File: config.mk
export PLATFORM = sky130hd
export DESIGN_NAME = pipelined_adder
export DESIGN_NICKNAME = d
export VERILOG_FILES = /design/src/rtl/pipelined_adder.sv
export SDC_FILE = /design/constraint.sdc
export NUM_CORES = 1
export LEC_CHECK = 0
export BUFFER_PORTS_ARGS = -buffer_cell sky130_fd_sc_hd__buf_2
export CAP_MARGIN = 20
export CORE_MARGIN = 3
export CORE_UTILIZATION = 55
export CTS_BUF_LIST = sky130_fd_sc_hd__clkbuf_4
export DETAILED_ROUTE_END_ITERATION = 16
export GPL_TIMING_DRIVEN = 0
export PLACE_DENSITY = 0.78
export SKIP_LAST_GASP = 1
export SYNTH_ARGS = -nofsm -noshare
export SYNTH_HDL_FRONTEND = slang
export SYNTH_SLANG_ARGS = --single-unit
File: constraint.sdc
create_clock -name clk -period 2 [get_ports clk]
set_input_delay 0.1 -clock clk [delete_from_list [all_inputs] [get_ports clk]]
set_output_delay 0.1 -clock clk [all_outputs]
set_load 0.01 [all_outputs]
File: src/rtl/pipelined_adder.sv
// pipelined_adder
//   WIDTH-bit adder with carry-in. The operands are cut into CHUNK-bit slices
//   and each pipeline stage adds one slice, passing its carry to the next
//   stage. Latency is STAGES = WIDTH/CHUNK cycles and one result can be
//   accepted every cycle. The whole pipe advances or holds as a unit, so a
//   stalled consumer freezes every stage, bubbles included.
//
//   Optional feature macro: OVERFLOW_EN. When it is defined, the Ovf port
//   (signed overflow, registered alongside Sum) is present.
//
// Ports
//   clk        clock; all state changes on the rising edge
//   rst        synchronous, active-high reset
//   in_valid   A/B/Cin are valid this cycle
//   in_ready   the block accepts A/B/Cin this cycle
//   A, B       WIDTH-bit operands
//   Cin        carry into bit 0
//   out_valid  Sum/Cout (and Ovf) are valid
//   out_ready  the consumer takes the result this cycle
//   Sum        (A + B + Cin) mod 2^WIDTH
//   Cout       carry out of bit WIDTH-1
//   Ovf        signed overflow (OVERFLOW_EN builds only)
module pipelined_adder #(
    parameter int WIDTH = 16,
    parameter int CHUNK = 4
) (
    input  logic             clk,
    input  logic             rst,
    input  logic             in_valid,
    output logic             in_ready,
    input  logic [WIDTH-1:0] A,
    input  logic [WIDTH-1:0] B,
    input  logic             Cin,
    output logic             out_valid,
    input  logic             out_ready,
    output logic [WIDTH-1:0] Sum,
    output logic             Cout
`ifdef OVERFLOW_EN
    ,
    output logic             Ovf
`endif
);

    localparam int STAGES = WIDTH / CHUNK;

    if (WIDTH < 1 || CHUNK < 1 || (WIDTH % CHUNK) != 0) begin : g_bad_params
        $error("pipelined_adder: WIDTH must be >= 1 and a multiple of CHUNK");
    end

    // One slice of the ripple: CHUNK-bit add with carry, carry-out on top.
    function automatic logic [CHUNK:0] add_slice(input logic [CHUNK-1:0] a,
                                                 input logic [CHUNK-1:0] b,
                                                 input logic             c);
        return {1'b0, a} + {1'b0, b} + {{CHUNK{1'b0}}, c};
    endfunction

    // Per-stage state: valid, carry, partial sum (slices 0..k filled in) and
    // the operand skew registers carrying the slices not yet added.
    logic             vld_p [STAGES];
    logic             cry_p [STAGES];
    logic [WIDTH-1:0] sum_p [STAGES];
    logic [WIDTH-1:0] a_p   [STAGES];
    logic [WIDTH-1:0] b_p   [STAGES];

    logic advance;

    assign out_valid = vld_p[STAGES-1];
    assign advance   = ~out_valid | out_ready;
    assign in_ready  = advance;
    assign Sum       = sum_p[STAGES-1];
    assign Cout      = cry_p[STAGES-1];

`ifdef OVERFLOW_EN
    logic ovf_p;
    assign Ovf = ovf_p;
`endif

    for (genvar k = 0; k < STAGES; k++) begin : g_stage
        logic [WIDTH-1:0] src_a;
        logic [WIDTH-1:0] src_b;
        logic [WIDTH-1:0] src_sum;
        logic             src_c;
        logic             src_v;
        logic [CHUNK:0]   slice;
        logic [WIDTH-1:0] nxt_sum;

        if (k == 0) begin : g_first
            assign src_a   = A;
            assign src_b   = B;
            assign src_c   = Cin;
            assign src_v   = in_valid;
            assign src_sum = '0;
        end else begin : g_next
            assign src_a   = a_p[k-1];
            assign src_b   = b_p[k-1];
            assign src_c   = cry_p[k-1];
            assign src_v   = vld_p[k-1];
            assign src_sum = sum_p[k-1];
        end

        assign slice = add_slice(src_a[k*CHUNK +: CHUNK], src_b[k*CHUNK +: CHUNK], src_c);

        always_comb begin
            nxt_sum = src_sum;
            nxt_sum[k*CHUNK +: CHUNK] = slice[CHUNK-1:0];
        end

        // ---- stage k register boundary ----
        always_ff @(posedge clk) begin
            if (advance) begin
                a_p[k] <= src_a;
                b_p[k] <= src_b;
            end
        end

        if (k == STAGES - 1) begin : g_last
            // Output stage: its data is visible on the ports, so it clears on reset.
            always_ff @(posedge clk) begin
                if (rst) begin
                    vld_p[k] <= 1'b0;
                    sum_p[k] <= '0;
                    cry_p[k] <= 1'b0;
                end else if (advance) begin
                    vld_p[k] <= src_v;
                    sum_p[k] <= nxt_sum;
                    cry_p[k] <= slice[CHUNK];
                end
            end
`ifdef OVERFLOW_EN
            // The top slice is added here, so both operand sign bits and the
            // result sign bit are all available in this stage.
            always_ff @(posedge clk) begin
                if (rst) begin
                    ovf_p <= 1'b0;
                end else if (advance) begin
                    ovf_p <= (src_a[WIDTH-1] == src_b[WIDTH-1]) &
                             (nxt_sum[WIDTH-1] != src_a[WIDTH-1]);
                end
            end
`endif
        end else begin : g_mid
            always_ff @(posedge clk) begin
                if (rst) begin
                    vld_p[k] <= 1'b0;
                end else if (advance) begin
                    vld_p[k] <= src_v;
                end
            end

            always_ff @(posedge clk) begin
                if (advance) begin
                    sum_p[k] <= nxt_sum;
                    cry_p[k] <= slice[CHUNK];
                end
            end
        end
    end

endmodule
==> out/results.txt, run 1 <==
Status: completed
CP Launch Type: flip-flop
Critical-path cell list: fa_1 -> fa_1 -> a21o_1 -> a21o_1
Initial DRC Count: 76
Count of cell types in the netlist: 23
Critical Path Sink Type: flip-flop
Total Routing Usage GR: 15.30%
Die area: 7598 um^2
N_diodes: 0
Area grow syn2layout: 21.13%
CTS root buf: clkbuf_4
Startpoint of the worst hold path: in_valid
Fin. Hold Viols: 0
Worst path top cell family by delay: adder cells
TritonRoute pass-1 iters: 4
Max Freq: 524.0 MHz
Mapped Area: 3623 um^2
GR Overflow Total: 0
Clock sinks: 96
Hold crit path type: input port to flip-flop
Core area: 6131 um^2
Final wirelength: 5.157 mm
Sequential share of the synthesized area: 79.56%
ANT nets after route: 0
Max clock buf depth: 2
# setup viols final: 0
Die Ht: 87.17 um
CTS Buf Count: 9
CP Data Required Time: 2190 ps
Final Max Slew Viols: 0
Clk Latency, worst-skew pair: 420 ps
CTS tree: built
Synth Warn #: 0
Htree depth: 3
Count of input and output buffers: 55
Worst Skew: 10.90 ps
CP Buf/Inv Count: 0
Final min period: 1909 ps
Initial antenna violation count: 0
Critical path peak fanout: 2
CP peak stage delay: 470 ps
Slew @ Worst Pin: 896.2 ps
Slowest-stage cell, CP: fa_1
Inst Count DP: 310
Fin cells: 350
Kind of critical path: flip-flop to flip-flop
Post-DP HPWL: 3.134 mm
DR vias/cell: 4.960
Worst EP arrival: 2090 ps
GP Congestion: 0.6967
Post-Route Setup TNS: 0 ps
CP Launch Point: b_p[0][4]$_DFFE_PN_
Worst-path clk slew: 130 ps
Std-Cell Rows: 28
Peak VDD IR: 508.5 uV
Number of global-route vias before repair: 1840
PwrDens: 926.3 nW/um^2
Pleak: 1.889 nW
Yosys reg bits: 96
RSZ-0062 raised after global routing: no
Synth Area per Inst: 20.13 um^2
Largest net degree at the start of global routing: 86
IO Pins: 56
DRC viols: 0
R2r startpoint: b_p[0][4]$_DFFE_PN_
Fill cells: 358
Max_cap viols: 0
First-pass GRT wire length: 8.562 mm
Vias after detailed routing: 1736
Wire length per cell: 14.73 um
Cells after synthesis: 180
Initial Utilization: 59.10%
Final worst path period share: 95.43%
Syn nets: 237
Nets: 327
Share of layout cells above drive strength 1: 29.45%
Relative max-transition margin: 40.25%
Die W: 87.17 um
[cell families (layout without fill, tap and decap cells)]
family                     Yosys count  after routing  share of synthesized area (%)
AOI/OAI and AO/OA                   14             14                          2.831
xor gates and xnor gates             7              7                          1.692
adders and majority gates           20             20                          8.563
buffers and inverters               13            108                          1.934
DFF                                 96             96                          79.56
muxes                                1              1                         0.2763
and+or+nand+nor                     29             29                          5.145
[placed cells by master (no fill, tap or decap)]
| cell type | n |
|---|---|
| edfxtp_1 | 96 |
| nand3_2 | 1 |
| nand2b_4 | 1 |
| nand3b_1 | 1 |
| xor2_1 | 1 |
| dlygate4sd3_1 | 24 |
| clkbuf_4 | 9 |
| nor2b_1 | 2 |
| nand2_1 | 1 |
| nand2b_1 | 3 |
| inv_2 | 1 |
| and3_1 | 18 |
| clkinv_1 | 2 |
| a21o_1 | 7 |
| nor2_1 | 2 |
| xnor2_1 | 6 |
| inv_1 | 8 |
| buf_6 | 1 |
| fa_2 | 1 |
| buf_2 | 57 |
| clkinv_2 | 2 |
| a21oi_2 | 4 |
| buf_8 | 1 |
| ha_1 | 12 |
| o21ai_0 | 2 |
| a21oi_1 | 1 |
| mux2i_1 | 1 |
| fa_1 | 7 |
| clkinv_4 | 1 |
| bufinv_16 | 2 |
[where the power goes]
part           switching (mW)  total [mW]  internal [mW]
registers              0.0714        2.57           2.50
logic                   0.192       0.408          0.216
clock network           0.587        1.08          0.498
total                   0.850        4.07           3.22
[final cells by class]
class	count	area [um^2]	share of cell area [%]
plain buffers	4	36.28	0.8267
clock buffers	9	67.56	1.539
clock inverters	7	86.33	1.967
inverters	9	33.78	0.7697
multi-input cells	71	673.1	15.34
flip-flops and latches	96	2883	65.68
well taps	75	93.84	2.138
repair buffers	79	515.5	11.74
[registers in the layout, indices dropped and copies added, names as in the netlist]
| signal | cells |
|---|---|
| b_p | 24 |
| vld_p | 4 |
| sum_p | 40 |
| a_p | 24 |
| cry_p | 4 |
[per-stage QoR]
stage	area, um^2	power (mW)	util, %	setup WS [ps]	hold slack, ps
6_report	4389	4.066	71.59	91.45	22.77
3_3_place_gp	3993	2.961	65.12	105.3	276.8
3_5_place_dp	3993	2.994	65.12	79.50	278.1
5_1_grt	4389	4.251	71.59	7.695	6.686
4_1_cts	4387	4.092	71.55	61.60	9.981
2_1_floorplan	3623	2.832	-	180.7	198.9
[cells in the mapped netlist]
library cell / number / area (um^2)
fa_1: 8 / 160.2
inv_2: 1 / 3.750
nand2b_1: 3 / 18.77
buf_2: 2 / 10.01
inv_1: 8 / 30.03
a21oi_2: 4 / 35.03
o21ai_0: 2 / 10.01
nor2b_1: 2 / 12.51
a21oi_1: 1 / 5.000
mux2i_1: 1 / 10.01
nand2b_4: 1 / 13.76
nor2_1: 2 / 7.510
nand3_2: 1 / 10.01
buf_8: 1 / 15.01
a21o_1: 7 / 52.55
edfxtp_1: 96 / 2883
buf_6: 1 / 11.26
and3_1: 18 / 112.6
xnor2_1: 6 / 52.55
ha_1: 12 / 150.1
xor2_1: 1 / 8.760
nand2_1: 1 / 3.750
nand3b_1: 1 / 7.510
[routing by layer]
layer  wire (um)  global-route usage [%]  vias to the layer above
li1            -                       -                      861
met1        2115                   18.33                      815
met2        2650                   26.22                       50
met3         277                   3.311                       10
met4         114                   7.531                        0
met5           0                       0                        -
[path summary, 6_finish.rpt]
check / end / slack (ps) / cells past startpoint
setup / recovery: cry_p[1]$_DFFE_PN_ / 90 / 4
hold / removal: vld_p[0]$_DFFE_PP_ / 20 / 2
setup reg to reg: cry_p[1]$_DFFE_PN_ / 90 / 4
hold reg to reg: b_p[1][10]$_DFFE_PN_ / 430 / 0
[repair_timing]
item	4_1_cts	5_1_grt
gates resized for setup	0	1
hold endpoints to repair	24	0
hold buffers	24	0
setup buffers	0	0
setup endpoints to repair	0	1
Power figures use the tool's default switching activity.
==> run 2: changes to the inputs <==
ABC_AREA = 1   (was not set)
==> run 2 against run 1 <==
Compared with the run above:
- sequential power hardly changed
- final area is 0.86% higher
- largest power group unchanged
- via count is 5.1% higher
- critical path type unchanged
- clock skew is 8.0 ps higher
==> out/results.txt, run 2 <==
Count of cell types in the netlist: 16
Worst EP arrival: 2050 ps
N_diodes: 0
Die area: 7615 um^2
Area grow syn2layout: 21.87%
Most common cell in the netlist: edfxtp_1
Final min period: 1858 ps
Slew @ Worst Pin: 952.9 ps
Startpoint of the worst hold path: B[3]
Most Crowded Layer GR: met2
Largest net degree at the start of global routing: 78
TritonRoute pass-1 iters: 4
Kind of critical path: flip-flop to flip-flop
Inst Count DP: 346
DRC viols: 0
Commonest non-fill, non-tap cell in the layout: edfxtp_1
Met1 Use GR: 17.74%
Post-DP Area: 4006 um^2
Count of input and output buffers: 55
# setup viols final: 0
Relative max-transition margin: 36.29%
GR Overflow Total: 0
Final WS setup: 142.4 ps
CP Launch Point: a_p[2][12]$_DFFE_PN_
DR vias/cell: 4.692
ANT nets after route: 0
Max Freq: 538.3 MHz
CTS root buf: clkbuf_4
Max_cap viols: 0
CTS Buf Count: 9
Std-Cell Rows: 28
Worst Skew: 18.86 ps
IO Pins: 56
GP Congestion: 0.7322
Synth area leaders: edfxtp_1 (79%), fa_1 (4.4%), ha_1 (4.1%), inv_1 (3.5%), nor2_1 (2.3%)
Die W: 87.27 um
Post-DP HPWL: 3.051 mm
Clock sinks: 96
Fin area: 4427 um^2
Post-synth top cells: edfxtp_1 (96), inv_1 (34), nor2_1 (22)
Postcts setup bufs: 0
Post-Route Setup TNS: 0 ps
Fin. Hold Viols: 0
Nets: 366
Initial antenna violation count: 0
RSZ-0062 raised after global routing: no
Initial DRC Count: 140
Max FFs per register: 40
Core area: 6166 um^2
Final wirelength: 4.906 mm
M3 GR Usage: 5.298%
Synth Warn #: 0
Synth top area share: 79.37%
PwrDens: 915.4 nW/um^2
Share of layout cells above drive strength 1: 23.89%
Number of global-route vias before repair: 1771
Peak VDD IR: 705.3 uV
Most frequent cells in the layout: edfxtp_1 (96), buf_2 (56), inv_1 (34)
EDFF count, synth: 96
R2r startpoint: a_p[2][12]$_DFFE_PN_
Synth area leader: edfxtp_1
Syn nets: 273
Wire length per cell: 12.61 um
Max clock buf depth: 2
First-pass GRT wire length: 8.100 mm
Cells after synthesis: 216
Clk Latency, worst-skew pair: 420 ps
CP Data Required Time: 2190 ps
R2r setup slk: 140 ps
Worst-path clk slew: 140 ps
Initial Utilization: 58.91%
Pleak: 1.926 nW
Hold crit path type: input port to flip-flop
Status: completed
CTS tree: built
Die Ht: 87.27 um
Final Max Slew Viols: 0
Critical Path Sink Type: flip-flop
Vias after detailed routing: 1825
Synth Area per Inst: 16.82 um^2
Primary FF master, synth: edfxtp_1
Dpl ws: 144.2 ps
Ys async rst share: 0%
Fin cells: 389
Critical path peak fanout: 2
Mapped Area: 3632 um^2
Top Registers: sum_p (40), a_p (24), b_p (24)
Total Routing Usage GR: 14.48%
Sequential share of the synthesized area: 79.37%
Met2 Track Usage GR: 23.22%
CP Launch Type: flip-flop
Htree depth: 3
Yosys reg bits: 96
Largest Register: sum_p
Final worst path period share: 92.88%
-- run 2: cell count changes after synthesis, moves of 3 or more --
cell,previous run,this run
nand3_1,0,8
a21o_1,7,0
nand2b_1,3,0
inv_1,8,34
a21oi_2,4,0
a21oi_1,1,8
xnor2_1,6,2
and3_1,18,0
nand2_1,1,17
nor2_1,2,22
-- run 2: layout make-up --
type	instances	area [um^2]
repair buffers	82	545.5
clock buffers	10	75.07
fillers	393	1739
flip-flops and latches	96	2883
plain buffers	2	16.27
clock inverters	6	66.31
well taps	75	93.84
inverters	34	127.6
multi-input cells	84	619.3
-- run 2: routing by layer --
| metal | part of all wire (%) | vias to the layer above |
|---|---|---|
| met3 | 5.9 | 8 |
| met4 | 1.7 | 0 |
| met5 | 0 | - |
| met1 | 40 | 832 |
| met2 | 53 | 54 |
| li1 | - | 931 |
-- run 2: where the power goes --
| part | internal [mW] | total [mW] | switching (mW) |
|---|---|---|---|
| clock network | 0.401 | 1.02 | 0.618 |
| logic | 0.215 | 0.446 | 0.231 |
| registers | 2.51 | 2.59 | 0.0726 |
| total | 3.13 | 4.05 | 0.922 |
-- run 2: metrics by stage --
step           power (mW)  hold slack [ps]  utilization [%]
2_1_floorplan       2.874            198.9                -
3_3_place_gp        3.009            276.5            64.98
3_5_place_dp        3.046            278.1            64.98
4_1_cts             4.085            76.58            71.79
5_1_grt             4.262            90.26            71.79
6_report            4.052            101.4            71.79
-- run 2: repair_timing --
item                       4_1_cts  5_1_grt
hold endpoints to repair        26        0
gates resized for setup          1        0
hold buffers                    27        0
setup endpoints to repair        1        0
-- run 2: path summary, 6_finish.rpt --
| check | end | cells past startpoint |
|---|---|---|
| hold / removal | cry_p[0]$_DFFE_PN_ | 4 |
| setup / recovery | cry_p[3]$_DFFE_PP_ | 6 |
| hold reg to reg | sum_p[2][6]$_DFFE_PN_ | 0 |
| setup reg to reg | cry_p[3]$_DFFE_PP_ | 6 |
-- run 2: cell families (layout without fill, tap and decap cells) --
group,count (synthesis),in the layout,synth area share [%]
buffers and inverters,36,134,3.961
xor gates and xnor gates,3,3,0.7235
DFF,96,96,79.37
AOI/OAI and AO/OA,11,11,1.585
adders and majority gates,20,20,8.543
and+or+nand+nor,50,50,5.821
-- run 2: worst max-delay path: stages (launching register included) --
cell and delay (ps):
edfxtp_1 420, fa_1 480, fa_1 410, nand2_1 90
nand2_1 50, a21oi_1 120, nor2_1 60
